--- config.mk ---
export PLATFORM = sky130hd
export DESIGN_NAME = clock_set_ctrl
export DESIGN_NICKNAME = d
export VERILOG_FILES = /design/src/rtl/clock_pkg.sv /design/src/rtl/hour_fmt.sv /design/src/rtl/clock_set_ctrl.sv
export SDC_FILE = /design/constraint.sdc
export NUM_CORES = 1
export LEC_CHECK = 0
export CAP_MARGIN = 10
export CELL_PAD_IN_SITES_DETAIL_PLACEMENT = 1
export CELL_PAD_IN_SITES_GLOBAL_PLACEMENT = 2
export CORE_ASPECT_RATIO = 1.1
export CORE_MARGIN = 4
export CORE_UTILIZATION = 35
export DETAILED_ROUTE_END_ITERATION = 12
export DONT_BUFFER_PORTS = 1
export GPL_ROUTABILITY_DRIVEN = 0
export GPL_TIMING_DRIVEN = 0
export PLACE_DENSITY_LB_ADDON = 0.3
export SKIP_CTS_REPAIR_TIMING = 1
export SLEW_MARGIN = 30
export SYNTH_ARGS = -nofsm -noshare
export SYNTH_HDL_FRONTEND = slang
export SYNTH_SLANG_ARGS = --single-unit
--- constraint.sdc ---
create_clock -name clk -period 3.4 [get_ports clk]
set_clock_uncertainty 0.2 [all_clocks]
set_input_delay 0.68 -clock clk [delete_from_list [all_inputs] [get_ports clk]]
set_output_delay 0.68 -clock clk [all_outputs]
set_load 0.01 [all_outputs]
--- src/rtl/clock_pkg.sv ---
// Shared limits, widths and mode encoding for the clock time-keeping
// and alarm datapaths.
package clock_pkg;

    localparam int HOUR_W = 5;
    localparam int MS_W   = 6;

    localparam logic [HOUR_W-1:0] HOUR_MAX = 5'd23;
    localparam logic [MS_W-1:0]   MIN_MAX  = 6'd59;
    localparam logic [MS_W-1:0]   SEC_MAX  = 6'd59;

    localparam int BLK_H = 2;
    localparam int BLK_M = 1;
    localparam int BLK_S = 0;

    typedef enum logic [1:0] {
        RUN   = 2'd0,
        SET_H = 2'd1,
        SET_M = 2'd2,
        SET_S = 2'd3
    } mode_t;

    function automatic mode_t next_mode(input mode_t cur);
        case (cur)
            RUN:     return SET_H;
            SET_H:   return SET_M;
            SET_M:   return SET_S;
            default: return RUN;
        endcase
    endfunction

endpackage

--- src/rtl/hour_fmt.sv ---
// Combinational 24 h to 12 h display conversion, shared with the alarm path.
module hour_fmt
    import clock_pkg::*;
(
    input  logic [HOUR_W-1:0] hour,
    input  logic              fmt12,
    output logic [HOUR_W-1:0] hour_disp,
    output logic              pm
);

    always_comb begin
        hour_disp = hour;
        pm        = (hour >= 5'd12);
        if (fmt12) begin
            if (hour == 5'd0) begin
                hour_disp = 5'd12;
            end else if (hour > 5'd12) begin
                hour_disp = hour - 5'd12;
            end
        end
    end

endmodule

--- src/rtl/clock_set_ctrl.sv ---
// Time-keeping registers, button-driven set-mode FSM and blink masking
// for the digital clock display.
module clock_set_ctrl
    import clock_pkg::*;
(
    input  logic              clk,
    input  logic              rst,
    input  logic              tick_1hz,
    input  logic              tick_2hz,
    input  logic              btn_mode,
    input  logic              btn_inc,
    input  logic              btn_fmt,
    output logic [HOUR_W-1:0] hour,
    output logic [HOUR_W-1:0] hour_disp,
    output logic [MS_W-1:0]   min,
    output logic [MS_W-1:0]   sec,
    output logic              pm,
    output logic              fmt12,
    output logic [1:0]        mode,
    output logic [2:0]        blank_mask
);

    mode_t             mode_q, mode_d;
    logic [HOUR_W-1:0] hour_q, hour_d;
    logic [MS_W-1:0]   min_q, min_d;
    logic [MS_W-1:0]   sec_q, sec_d;
    logic              fmt12_q, fmt12_d;
    logic              phase_q, phase_d;
    logic [2:0]        blank_q, blank_d;
    logic              inc_evt;

    always_ff @(posedge clk) begin
        if (rst) begin
            mode_q  <= RUN;
            hour_q  <= '0;
            min_q   <= '0;
            sec_q   <= '0;
            fmt12_q <= 1'b0;
            phase_q <= 1'b0;
            blank_q <= 3'b000;
        end else begin
            mode_q  <= mode_d;
            hour_q  <= hour_d;
            min_q   <= min_d;
            sec_q   <= sec_d;
            fmt12_q <= fmt12_d;
            phase_q <= phase_d;
            blank_q <= blank_d;
        end
    end

    // A mode press on the same edge as an inc swallows the inc.
    assign inc_evt = btn_inc & ~btn_mode;

    always_comb begin
        mode_d  = mode_q;
        hour_d  = hour_q;
        min_d   = min_q;
        sec_d   = sec_q;
        fmt12_d = fmt12_q ^ btn_fmt;

        case (mode_q)
            RUN: begin
                if (tick_1hz) begin
                    if (sec_q == SEC_MAX) begin
                        sec_d = '0;
                        if (min_q == MIN_MAX) begin
                            min_d  = '0;
                            hour_d = (hour_q == HOUR_MAX) ? '0 : hour_q + 5'd1;
                        end else begin
                            min_d = min_q + 6'd1;
                        end
                    end else begin
                        sec_d = sec_q + 6'd1;
                    end
                end
            end
            SET_H: begin
                if (inc_evt) begin
                    hour_d = (hour_q == HOUR_MAX) ? '0 : hour_q + 5'd1;
                end
            end
            SET_M: begin
                if (inc_evt) begin
                    min_d = (min_q == MIN_MAX) ? '0 : min_q + 6'd1;
                end
            end
            default: begin
                if (inc_evt) begin
                    sec_d = '0;
                end
            end
        endcase

        if (btn_mode) begin
            mode_d = next_mode(mode_q);
        end
    end

    // Entering a set state or adjusting a field restarts blink visible.
    always_comb begin
        phase_d = phase_q;
        blank_d = 3'b000;

        if (mode_d == RUN || btn_mode || btn_inc) begin
            phase_d = 1'b0;
        end else if (tick_2hz) begin
            phase_d = ~phase_q;
        end

        case (mode_d)
            SET_H:   blank_d[BLK_H] = phase_d;
            SET_M:   blank_d[BLK_M] = phase_d;
            SET_S:   blank_d[BLK_S] = phase_d;
            default: blank_d = 3'b000;
        endcase
    end

    hour_fmt u_hour_fmt (
        .hour      (hour_q),
        .fmt12     (fmt12_q),
        .hour_disp (hour_disp),
        .pm        (pm)
    );

    assign hour       = hour_q;
    assign min        = min_q;
    assign sec        = sec_q;
    assign fmt12      = fmt12_q;
    assign mode       = mode_q;
    assign blank_mask = blank_q;

endmodule

# After elaboration in Yosys (flattened, before gate mapping)
# Cells that the tools add are included.
# W data, S select, Z words.
op_classes:
  magnitude_cmp: 2
  eq_ne: 13
  bitwise: 8
  add_sub_neg: 4
  mux: 22
  n_reduce_logical: 15
op_table:
  columns: ["op", "n"]
  rows:
  - ["$mux W6", 7]
  - ["$mux W5", 8]
  - ["$pmux W6 S2", 2]
  - ["$add A6 B1 Y6 const B", 2]
  - ["$eq A6 B6 Y1 const B", 2]
  - ["$ne A2 B2 Y1 const B", 5]
  - ["$pmux W5 S2", 1]
  - ["$reduce_or A2 Y1", 4]
  - ["$eq A2 B2 Y1 const B", 3]
  - ["$not A1 Y1", 6]
  - ["$pmux W2 S3", 1]
  - ["$reduce_bool A2 Y1", 3]
  - ["$add A5 B1 Y5 const B", 1]
  - ["$eq A5 B5 Y1 const B", 1]
  - ["$ge A5 B4 Y1 const B", 1]
  - ["$gt A5 B4 Y1 const B", 1]
  - ["$logic_not A5 Y1", 1]
  - ["$reduce_and A5 Y1", 1]
  - ["$sub A5 B4 Y5 const B", 1]
  - ["$eq A2 B1 Y1 const B", 2]
  - ["$logic_not A2 Y1", 2]
  - ["$reduce_and A4 Y1", 1]
  - ["$reduce_and A3 Y1", 1]
  - ["$logic_or A1 B1 Y1", 2]
  - ["4 further kinds", 5]
totals:
  register_bits: 24
  in_bits: 7

# Logic depth before layout (Yosys ltp)
# Gate-level depths: netlist of the first run.
logic_depth:
  ltp_word: 7
  depth_mapped: 7
  ltp_nobuf: 6

# Hierarchy
# From an unflattened synthesis of the first run, not the netlist that was laid out.
hier_totals:
  hier_cells: 160
  area_unflattened_um2: 1430.1
by_module_without_submodules:
  columns: ["mod", "area_each_um2", "cells_per_inst", "n_inst", "seq_area_each_um2"]
  rows:
  - ["clock_set_ctrl", 1288.7, 138, 1, 480.5]
  - ["hour_fmt", 141.4, 22, 1, 0.0]

# Worst setup path after synthesis of the first run
# OpenSTA, ideal clock, no wires.
synth_path:
  path_kind: "flip-flop to flip-flop"
  from: "register mode_q[0] (netlist: mode[0])"
  to: "register sec_q[5] (netlist: sec[5])"
  stages_incl_launch_ff: 8
  slack_ps: 1000
  arrival_ps: 2130
  path_cell_list: "dfxtp_1 -> inv_1 -> ha_1 -> buf_6 -> or3b_4 -> a21o_1 -> or4_1 -> a21oi_1"
synth_between:
  elab_chain_len: 4
synth_rtl:
  columns: ["item", "line_no", "source"]
  rows:
  - ["start: declaration", "clock_set_ctrl.sv:23", "mode_t mode_q, mode_d;"]
  - ["start signal: assignment", "clock_set_ctrl.sv:42", "mode_q <= mode_d;"]
  - ["$eq A2 B2 Y1 or $eq A2 B1 Y1 (tied branches)", "clock_set_ctrl.sv:62", "case (mode_q)"]
  - ["$reduce_or A2 Y1 (no line)", null, null]
  - ["$not A1 Y1 (no line)", null, null]
  - ["$reduce_and A3 Y1 (no line)", null, null]
  - ["end signal: assignment", "clock_set_ctrl.sv:37", "sec_q <= '0;"]
  - ["end signal: assignment", "clock_set_ctrl.sv:45", "sec_q <= sec_d;"]
  - ["end: declaration", "clock_set_ctrl.sv:26", "logic [MS_W-1:0] sec_q, sec_d;"]
# Several ways; a longest one is shown, not always the timed one.
# A chain may end at the register's enable or synchronous reset.

# Worst setup path in the final report of the first run
layout_path:
  from: "register hour_q[3] (netlist: hour[3])"
  to: "output hour_disp[3]"
layout_between:
  elab_chain_len: 4
layout_rtl:
  columns: ["item", "line_no", "source"]
  rows:
  - ["start: declaration", "clock_set_ctrl.sv:24", "logic [HOUR_W-1:0] hour_q, hour_d;"]
  - ["start signal: assignment", "clock_set_ctrl.sv:43", "hour_q <= hour_d;"]
  - ["$sub A5 B4 Y5 or $gt A5 B4 Y1 (tied branches)", "hour_fmt.sv:18, hour_fmt.sv:17", null]
  - ["$mux W5", "hour_fmt.sv:17", "end else if (hour > 5'd12) begin"]
  - ["$mux W5", "hour_fmt.sv:15", "if (hour == 5'd0) begin"]
  - ["$mux W5 *", "hour_fmt.sv:14", "if (fmt12) begin"]
  - ["end: declaration", "clock_set_ctrl.sv:14", "output logic [HOUR_W-1:0] hour_disp,"]
# Every way passes the cells marked *; elsewhere a longest branch is shown, timed or not.

==> results of run 1 <==
[synthesized netlist by cell type (all sizes together) (4+ instances only)]
master and count:
nand2 10, ha 10, a311oi 4, a21oi 8, nand3 7, nand2b 4
nor2 19, o21ai 7, dfxtp 24, a211oi 4, inv 12, xnor2 6
[metal layers]
metal	wire [um]	part of all wire, %
met1	1611	43
met2	1804	49
met3	250	6.7
met4	51	1.4
met5	0	0
[worst min-delay path: cells and delay by family, from the launching register on]
kind,cells,cell delay [ps]
flip-flops,1,370
AO/OA/AOI/OAI,2,150
[area by class of cell]
| class | count | area, um^2 | share of cell area, % |
|---|---|---|---|
| Clock inverter | 1 | 30.03 | 1.946 |
| Tap cell | 50 | 62.56 | 4.055 |
| Sequential cell | 24 | 480.5 | 31.14 |
| Multi-Input combinational cell | 128 | 860.8 | 55.80 |
| Buffer | 4 | 22.52 | 1.460 |
| Inverter | 12 | 45.04 | 2.920 |
| Clock buffer | 3 | 41.29 | 2.676 |
[cells by family after synthesis]
logic type	count (synthesis)	synth area share, %
flops	24	34.10
buf+inv	16	4.795
mux	3	2.220
fa+ha+maj	10	8.881
simple gates	65	24.33
xor+xnor	7	4.352
compound gates	43	21.32
[flip-flops by register name, indices dropped and copies added, names as in the netlist]
signal / count
blank_mask: 3
fmt12: 1
hour: 5
min: 6
mode: 2
phase_q: 1
sec: 6
[worst paths after layout]
path,cells past startpoint,end,start
setup / recovery,5,hour_disp[3],hour[3]$_SDFFE_PP0P_
hold / removal,2,sec[5]$_SDFFE_PP0P_,sec[5]$_SDFFE_PP0P_
setup reg to reg,7,hour[2]$_SDFFE_PP0P_,mode[0]$_SDFF_PP0_
hold reg to reg,2,sec[5]$_SDFFE_PP0P_,sec[5]$_SDFFE_PP0P_
[metrics by stage]
step	instance area [um^2]	setup slack, ps
after floorplan	1409	999.7
after global placement	1471	853.9
after detailed placement	1471	835.6
after CTS	1543	703.8
after global routing	1543	555.6
final	1543	742.9
[power groups by stage]
| stage | sequential [mW] | clock (mW) | combinational, mW |
|---|---|---|---|
| finish | 0.310 | 0.252 | 0.0950 |
| global route | 0.313 | 0.270 | 0.108 |
| CTS | 0.311 | 0.257 | 0.0966 |
| detailed placement | 0.317 | 0 | 0.0962 |
| global placement | 0.317 | 0 | 0.0926 |
| floorplan | 0.313 | 0 | 0.0752 |
[layout by cell type, fill, tap and decap left out, types with 4 or more instances in the layout]
cell type   n
a211oi_1    4
a21oi_1     8
a311oi_1    4
dfxtp_1    24
ha_1       10
inv_1      12
nand2_1    10
nand2b_1    4
nand3_1     7
nor2_1     19
o21ai_0     6
xnor2_1     6
==> summary.txt, run 1 <==
Power and ir drop
  – Cell Int Power: just under 0.5 mW
  – Power Dens Cells: 425.8 nW/um^2
  – Logic pwr share: roughly 14%
  – Clock power share: roughly two fifths
  – Net Switching: 0.1724 mW
  – Max VDD drop: around 220 uV
  – Pwr Total: about 0.66 mW
  – Sequential Power Share: a little under half
  – Net Sw Frac: between 20% and 30%
  – LEAKAGE: roughly 0.57 nW

Detailed routing
  – DR vias: roughly 1.2k
  – DRC violations left: 0
  – Wire length per cell: between 15 and 20 um
  – Vias/cell: about 5.6
  – Starting DRT DRC Count: 85
  – Routed WL: approximately 3700 um
  – Post-route antenna net violation count: 0
  – Drt first pass iters: 4

Clocking
  – Worst-path clk slew: around 90 ps
  – Max clock buf depth: 2
  – Clock Latency Late Sink: 270 ps
  – H-tree Lvls: 1
  – TritonCTS clock tree: built
  – CTS root buf: clkbuf_8
  – Clock sinks: 24
  – TritonCTS buffer count: 3

Critical path
  – Crit path launch type: register
  – Worst Path Arrival: approximately 1800 ps
  – CP peak stage delay: around 520 ps
  – Crit Path Max Fanout: 7
  – Top cell family by delay on the critical path: compound AO/OA/AOI/OAI gates
  – CP required: between 2000 and 3000 ps
  – Worst-path cell chain: ha_1 -> nand2_1 -> a31oi_1 -> nor3b_1 -> o21ai_0
  – Worst path slowest cell: dfxtp_1
  – CP Class: register to output port
  – R2r setup slk: 850 ps
  – Critical path endpoint category: output port
  – Worst Path Buf+Inv: 0

Global routing
  – Vias in the first global route: 1,285
  – GRT met2 Usage: 27.89%
  – GRT overflow: 0
  – First-pass GRT wire length: about 6200 um
  – Antenna violations before repair: 0
  – M1 GR Usage: between 10% and 20%
  – Met3 Use GR: under 10%
  – Largest net degree at the start of global routing: 15
  – Layer carrying the most global-route usage: met2
  – Gr usage total: between 10% and 20%

STA
  – Tightest Pin Transition: about 810 ps
  – Crit path time final: approximately 2700 ps
  – Final Hold Fails: 0
  – Worst hold margin: ~360 ps
  – Final Setup Violations: 0
  – Slew headroom: 45.46%
  – Final setup TNS: 0 ps
  – Maximum clock rate: 0.3764 GHz
  – RSZ-0062 raised after global routing: no
  – Fin crit share: a little under 80%
  – Final Max Tran Viols: 0

Logic synthesis
  – Area contributors post-synth: dfxtp_1 (34%), ha_1 (8.9%), nor2_1 (5.1%)
  – Post-synth top area cell: dfxtp_1
  – Number of distinct library cells after synthesis: between 40 and 50
  – Synth Warn #: 0
  – Yosys reg bits: 24
  – Syn avg cell area: about 8.4 um^2
  – Netlist Area Pre-Place: between 1000 and 1500 um^2
  – Number of flops mapped to enable cells by yosys: 0
  – Asr flop ratio synth: 0%
  – Post-synth top area share: 34.10%
  – Syn_nets: about 190
  – Main flop type after synthesis: dfxtp_1
  – Seq/Total Area, Yosys: around a third
  – Cells after Synth: 168

Place
  – Port Buffers: 0
  – Detailed Place HPWL: 2901 um
  – Placed insts: 218

Final layout
  – Layout Nets: 190
  – Area grow syn2layout: 9.503%
  – Layout cells sized above 1: under 10%
  – Final non-filler cell total: ~220
  – N_diodes: 0
  – Post-layout utilization of the core: 40.92%
  – Fillers: between 400 and 500

Job
  – # Max-Cap Violations: 0

Die
  – Chip height: between 70 and 80 um
  – I/O pin cnt: 36
  – FP Rows: 23
  – Initial core utilization: 37.37%
  – Die area: 5105 um^2
  – Die Wd: approximately 68 um
  – Core area: around 3800 um^2

Outcome
  – Status: finished, final reports clean

Hold path
  – Worst hold path type: register to register
Note: power is estimated with default switching activity, not from simulation.
==> inputs of run 2 (changes only) <==
- CORE_UTILIZATION: 35 -> 32
- clock period: 3.4 -> 2.23 ns (I/O delays scaled with it)
==> run 2 against run 1 <==
Combinational power increased by 79%. Register-to-register slack got worse by 760 ps. First-iteration DRC count decreased by 68%. Non-clock buffer count increased by 1. Sequential share of layout area decreased by 0.41 points. Critical endpoint unchanged.
==> summary.txt, run 2 (synthesis results as in run 1) <==
Power and ir drop
  – Max VDD drop: 222.1 uV (was 219.8 uV)
  – Pwr Total: 0.9009 mW (was 0.6569 mW)
  – Power Dens Cells: 556.0 nW/um^2 (was 425.8 nW/um^2)
  – LEAKAGE: 0.5815 nW (was 0.5672 nW)

Clocking
  – CTS root buf: clkbuf_8 (unchanged)
  – Max clock buf depth: 2 (unchanged)
  – Clock sinks: 24 (unchanged)
  – Clock Latency Late Sink: 260 ps (was 270 ps)
  – TritonCTS clock tree: built (unchanged)
  – Worst-path clk slew: 90 ps (about the same)
  – TritonCTS buffer count: 3 (unchanged)
  – H-tree Lvls: 1 (unchanged)

Critical path
  – Critical path endpoint category: output port (unchanged)
  – CP Class: register to output port (unchanged)
  – Crit path launch type: register (unchanged)
  – Reg2reg path depth: 6 (was 7)
  – Worst Path Arrival: 1520 ps (was 1780 ps)
  – CP required: 1580 ps (was 2520 ps)
  – Crit Path Max Fanout: 8 (was 7)

Die
  – Die Wd: 71.27 um (was 68.49 um)
  – Chip height: 77.59 um (was 74.54 um)
  – Core area: 4285 um^2 (was 3770 um^2)
  – Die area: 5529 um^2 (was 5105 um^2)
  – FP Rows: 25 (was 23)
  – Initial core utilization: 32.88% (was 37.37%)
  – I/O pin cnt: 36 (unchanged)

Place
  – Detailed Place HPWL: 2962 um (was 2901 um)
  – Port Buffers: 0 (unchanged)
  – Placed insts: 222 (was 218)
  – Placed cell area: 1484 um^2 (was 1471 um^2)

Final layout
  – Final non-filler cell total: 227 (was 222)
  – Area grow syn2layout: 15.01% (was 9.503%)
  – N_diodes: 0 (unchanged)
  – Layout cells sized above 1: 21.97% (was 8.140%)
  – Most frequent cells in the layout: nor2_1 (18), dfxtp_1 (18), nand2_1 (10) (was dfxtp_1 (24), nor2_1 (19), inv_1 (12))
  – Design area: 1620 um^2 (was 1543 um^2)
  – Total area of multi-input combinational cells: 934.6 um^2 (was 860.8 um^2)
  – Seq. cell area: 498.0 um^2 (was 480.5 um^2)
  – Layout Nets: 191 (was 190)
  – Fillers: 510 (was 457)

STA
  – RSZ-0062 raised after global routing: yes (was no)
  – Final Max Tran Viols: 0 (unchanged)
  – Crit path time final: roughly 2200 ps
  – Tightest Pin Transition: 559.2 ps (was 810.7 ps)
  – Final setup TNS: 0 ps (unchanged)
  – Fin crit share: a little over nine tenths
  – Slew headroom: 62.72% (was 45.46%)
  – Final Hold Fails: 0 (unchanged)
  – Final Setup Violations: 0 (unchanged)
  – Maximum clock rate: 0.4621 GHz

Job
  – # Max-Cap Violations: 0 (unchanged)

Detailed routing
  – Starting DRT DRC Count: 27 (was 85)
  – Vias/cell: 5.410 (was 5.617)
  – Post-route antenna net violation count: 0 (unchanged)
  – Drt first pass iters: 4 (unchanged)
  – DRC violations left: 0 (unchanged)
  – Routed WL: 3707 um (was 3718 um)
  – DR vias: 1,228 (was 1,247)
  – Wire length per cell: 16.33 um (was 16.75 um)

Global routing
  – Largest net degree at the start of global routing: 14 (was 15)
  – Gr usage total: 13.69% (was 16.12%)
  – First-pass GRT wire length: 6265 um (was 6196 um)
  – GRT overflow: 0 (unchanged)
  – Vias in the first global route: 1,334 (was 1,285)
  – Antenna violations before repair: 0 (unchanged)

Hold path
  – Worst hold path type: input port to register (was register to register)
  – Hold Crit Depth: 2 (unchanged)

Outcome
  – Status: finished, final reports clean (unchanged)
run 2: worst paths after layout:
check / from / end / slack (ps)
max: hour[2]$_SDFFE_PP0P_ / hour_disp[3] / 70
min reg2reg: mode[0]$_SDFF_PP0_ / blank_mask[1]$_SDFF_PP0_ / 310
min: btn_fmt / fmt12$_SDFF_PP0_ / 120
max reg2reg: mode[0]$_SDFF_PP0_ / sec[5]$_SDFFE_PP0P_ / 90
run 2: per-layer routing:
layer | routed length [um] | global-route usage [%] | part of all wire [%]
met5 | 0 | 0 | 0
met4 | 15 | 2.820 | 0.40
met2 | 1939 | 25.18 | 52
met1 | 1543 | 15.60 | 42
met3 | 209 | 3.627 | 5.6
run 2: critical path: stages, from the launching register on:
cell     delay (ps)
dfxtp_4         420
ha_2            220
nand2_1          90
a31oi_2         230
nor3b_1          80
o21ai_1         230
run 2: power by group:
part | switching (mW) | total (mW) | internal, mW
clock | 0.136 | 0.259 | 0.123
combinational | 0.0986 | 0.170 | 0.0710
sequential | 0.0308 | 0.473 | 0.442
run 2: final cells by class:
type	count	area share, %
well taps	54	4.170
flip-flops and latches	24	30.73
repair buffers	2	0.9266
clock buffers	3	2.548
multi-input cells	128	57.68
clock inverters	1	0.2317
inverters	12	2.934
plain buffers	3	0.7722
run 2: through the flow:
step | hold WS (ps) | utilization (%) | setup slack [ps]
2_1_floorplan | 262.4 | - | 13.31
6_report | 120.5 | 37.81 | 66.02
5_1_grt | 138.3 | 37.81 | -65.63
4_1_cts | 117.7 | 35.68 | -225.9
3_3_place_gp | 281.7 | 34.63 | -153.7
3_5_place_dp | 288.4 | 34.63 | -137.3
==> inputs of run 3 (changes only) <==
- CORE_UTILIZATION: 32 -> 26
==> run 3 against run 2 <==
Total power is 3.2% higher. Clock power is 3% higher. Worst setup slack got worse by 32 ps. Die area up 20%. Utilization is 4.5 points lower. Via count rose by 4.5%. Critical endpoint is now sec[5]$_SDFFE_PP0P_. Largest cell class unchanged. Highest routed layer unchanged.
==> summary.txt, run 3 (synthesis results as in run 1) <==
STA
  – Slew headroom: 65.23% (was 62.72%)
  – Final worst-path setup slack: 34.34 ps (was 66.02 ps)
  – Crit path time final: 2196 ps (was 2164 ps)
  – Tightest Pin Transition: 521.5 ps (was 559.2 ps)
  – Final setup TNS: 0 ps (unchanged)
  – Fin crit share: 98.46% (was 97.04%)
  – Final Setup Violations: 0 (unchanged)
  – Final Max Tran Viols: 0 (unchanged)
  – RSZ-0062 raised after global routing: yes (unchanged)
  – Final Hold Fails: 0 (unchanged)
  – Maximum clock rate: 0.4554 GHz (was 0.4621 GHz)

Power and ir drop
  – Clock power share: 28.8% (was 28.7%)
  – Cell Int Power: 0.6520 mW (was 0.6355 mW)
  – Logic pwr share: 20.5% (was 18.8%)
  – Sequential Power Share: 50.7% (was 52.4%)
  – Max VDD drop: 230.8 uV (was 222.1 uV)
  – Power Dens Cells: 544.2 nW/um^2 (was 556.0 nW/um^2)
  – Pwr Total: 0.9302 mW (was 0.9009 mW)
  – LEAKAGE: 0.6023 nW (was 0.5815 nW)
  – Net Sw Frac: 29.90% (was 29.46%)
  – Net Switching: 0.2781 mW (was 0.2654 mW)

Outcome
  – Status: finished, final reports clean (unchanged)

Detailed routing
  – Drt first pass iters: 4 (unchanged)
  – Vias/cell: 5.153 (was 5.410)
  – DRC violations left: 0 (unchanged)
  – Post-route antenna net violation count: 0 (unchanged)
  – Routed WL: 4043 um (was 3707 um)
  – Wire length per cell: 16.24 um (was 16.33 um)
  – Starting DRT DRC Count: 45 (was 27)
  – DR vias: 1,283 (was 1,228)

Critical path
  – Critical path endpoint category: register (was output port)
  – CP peak stage delay: 410 ps (was 420 ps)
  – Worst path slowest cell: dfxtp_4 (unchanged)
  – Worst Path Arrival: 2200 ps (was 1520 ps)
  – CP Class: register to register (was register to output port)
  – Top cell family by delay on the critical path: simple AND/OR/NAND/NOR gates (was compound AO/OA/AOI/OAI gates)
  – Worst-path cell chain: inv_4 -> ha_4 -> buf_6 -> or3b_4 -> a21o_4 -> or4_1 -> a21oi_1 (was ha_2 -> nand2_1 -> a31oi_2 -> nor3b_1 -> o21ai_1)
  – Crit path launch type: register (unchanged)
  – Crit Path Max Fanout: 9 (was 8)
  – CP required: 2230 ps (was 1580 ps)
  – Worst Path Buf+Inv: 2 (was 0)

Die
  – I/O pin cnt: 36 (unchanged)
  – FP Rows: 27 (was 25)
  – Core area: 5135 um^2 (was 4285 um^2)
  – Die area: 6662 um^2 (was 5529 um^2)
  – Initial core utilization: 27.44% (was 32.88%)
  – Chip height: 85.21 um (was 77.59 um)
  – Die Wd: 78.19 um (was 71.27 um)

Global routing
  – Gr usage total: 11.99% (was 13.69%)
  – First-pass GRT wire length: 6603 um (was 6265 um)
  – Vias in the first global route: 1,336 (was 1,334)
  – Antenna violations before repair: 0 (unchanged)
  – GRT overflow: 0 (unchanged)
  – Largest net degree at the start of global routing: 14 (unchanged)

Final layout
  – Fillers: 613 (was 510)
  – Final non-filler cell total: 249 (was 227)
  – Most frequent cells in the layout: dfxtp_1 (18), nor2_1 (16), nand2_1 (9) (was nor2_1 (18), dfxtp_1 (18), nand2_1 (10))
  – Post-layout utilization of the core: 33.28% (was 37.81%)
  – Total area of multi-input combinational cells: 962.2 um^2 (was 934.6 um^2)
  – N_diodes: 0 (unchanged)
  – Layout cells sized above 1: 26.55% (was 21.97%)
  – Area grow syn2layout: 21.31% (was 15.01%)
  – Most common cell after layout, fill and taps aside: dfxtp_1
  – Layout Nets: 195 (was 191)
  – Seq. cell area: 500.5 um^2 (was 498.0 um^2)

Clocking
  – Clock sinks: 24 (unchanged)
  – TritonCTS buffer count: 3 (unchanged)
  – H-tree Lvls: 1 (unchanged)
  – TritonCTS clock tree: built (unchanged)
  – Worst-path clk slew: 90 ps (about the same)
  – CTS root buf: clkbuf_8 (unchanged)
  – Max clock buf depth: 2 (unchanged)
  – Clock Latency Late Sink: 270 ps (was 260 ps)

Place
  – Port Buffers: 0 (unchanged)
  – Placed insts: 240 (was 222)
  – Pre-CTS WS: -203.5 ps (was -137.3 ps)
  – Detailed Place HPWL: 3063 um (was 2962 um)

Job
  – # Max-Cap Violations: 0 (unchanged)

Hold path
  – Worst hold path type: input port to register (unchanged)
[run 3: worst paths after layout]
| kind | from | end | slack [ps] | depth (start not counted) |
|---|---|---|---|---|
| hold / removal | btn_fmt | fmt12$_SDFF_PP0_ | 120 | 2 |
| setup / recovery | mode[0]$_SDFF_PP0_ | sec[5]$_SDFFE_PP0P_ | 30 | 7 |
| setup reg to reg | mode[0]$_SDFF_PP0_ | sec[5]$_SDFFE_PP0P_ | 30 | 7 |
| hold reg to reg | mode[0]$_SDFF_PP0_ | blank_mask[1]$_SDFF_PP0_ | 310 | 1 |
[run 3: final cells by class]
cell class                      instances  share of cell area, %
Buffer                                  4                  1.391
Tap cell                               72                  5.271
Timing Repair Buffer                    5                  2.196
Multi-Input combinational cell        128                  56.30
Clock buffer                            4                  2.635
Sequential cell                        24                  29.28
Inverter                               12                  2.928
[run 3: layer usage]
| metal | GRT usage, % | part of all wire [%] |
|---|---|---|
| met4 | 3.816 | 0.94 |
| met5 | 0 | 0 |
| met1 | 13.65 | 41 |
| met3 | 3.503 | 5.1 |
| met2 | 21.42 | 53 |
[run 3: metrics by stage]
step           area (um^2)  hold WS (ps)
2_1_floorplan         1416         262.4
3_3_place_gp          1506         281.9
3_5_place_dp          1506         284.9
4_1_cts               1551         119.6
5_1_grt               1709         124.1
6_report              1709         124.8
[run 3: power by group through the flow]
stage | sequential, mW | clock (mW) | combinational [mW]
after floorplan | 0.478 | 0 | 0.115
after CTS | 0.475 | 0.286 | 0.150
after detailed placement | 0.485 | 0 | 0.149
final | 0.472 | 0.268 | 0.190
after global routing | 0.477 | 0.296 | 0.212
after global placement | 0.484 | 0 | 0.143
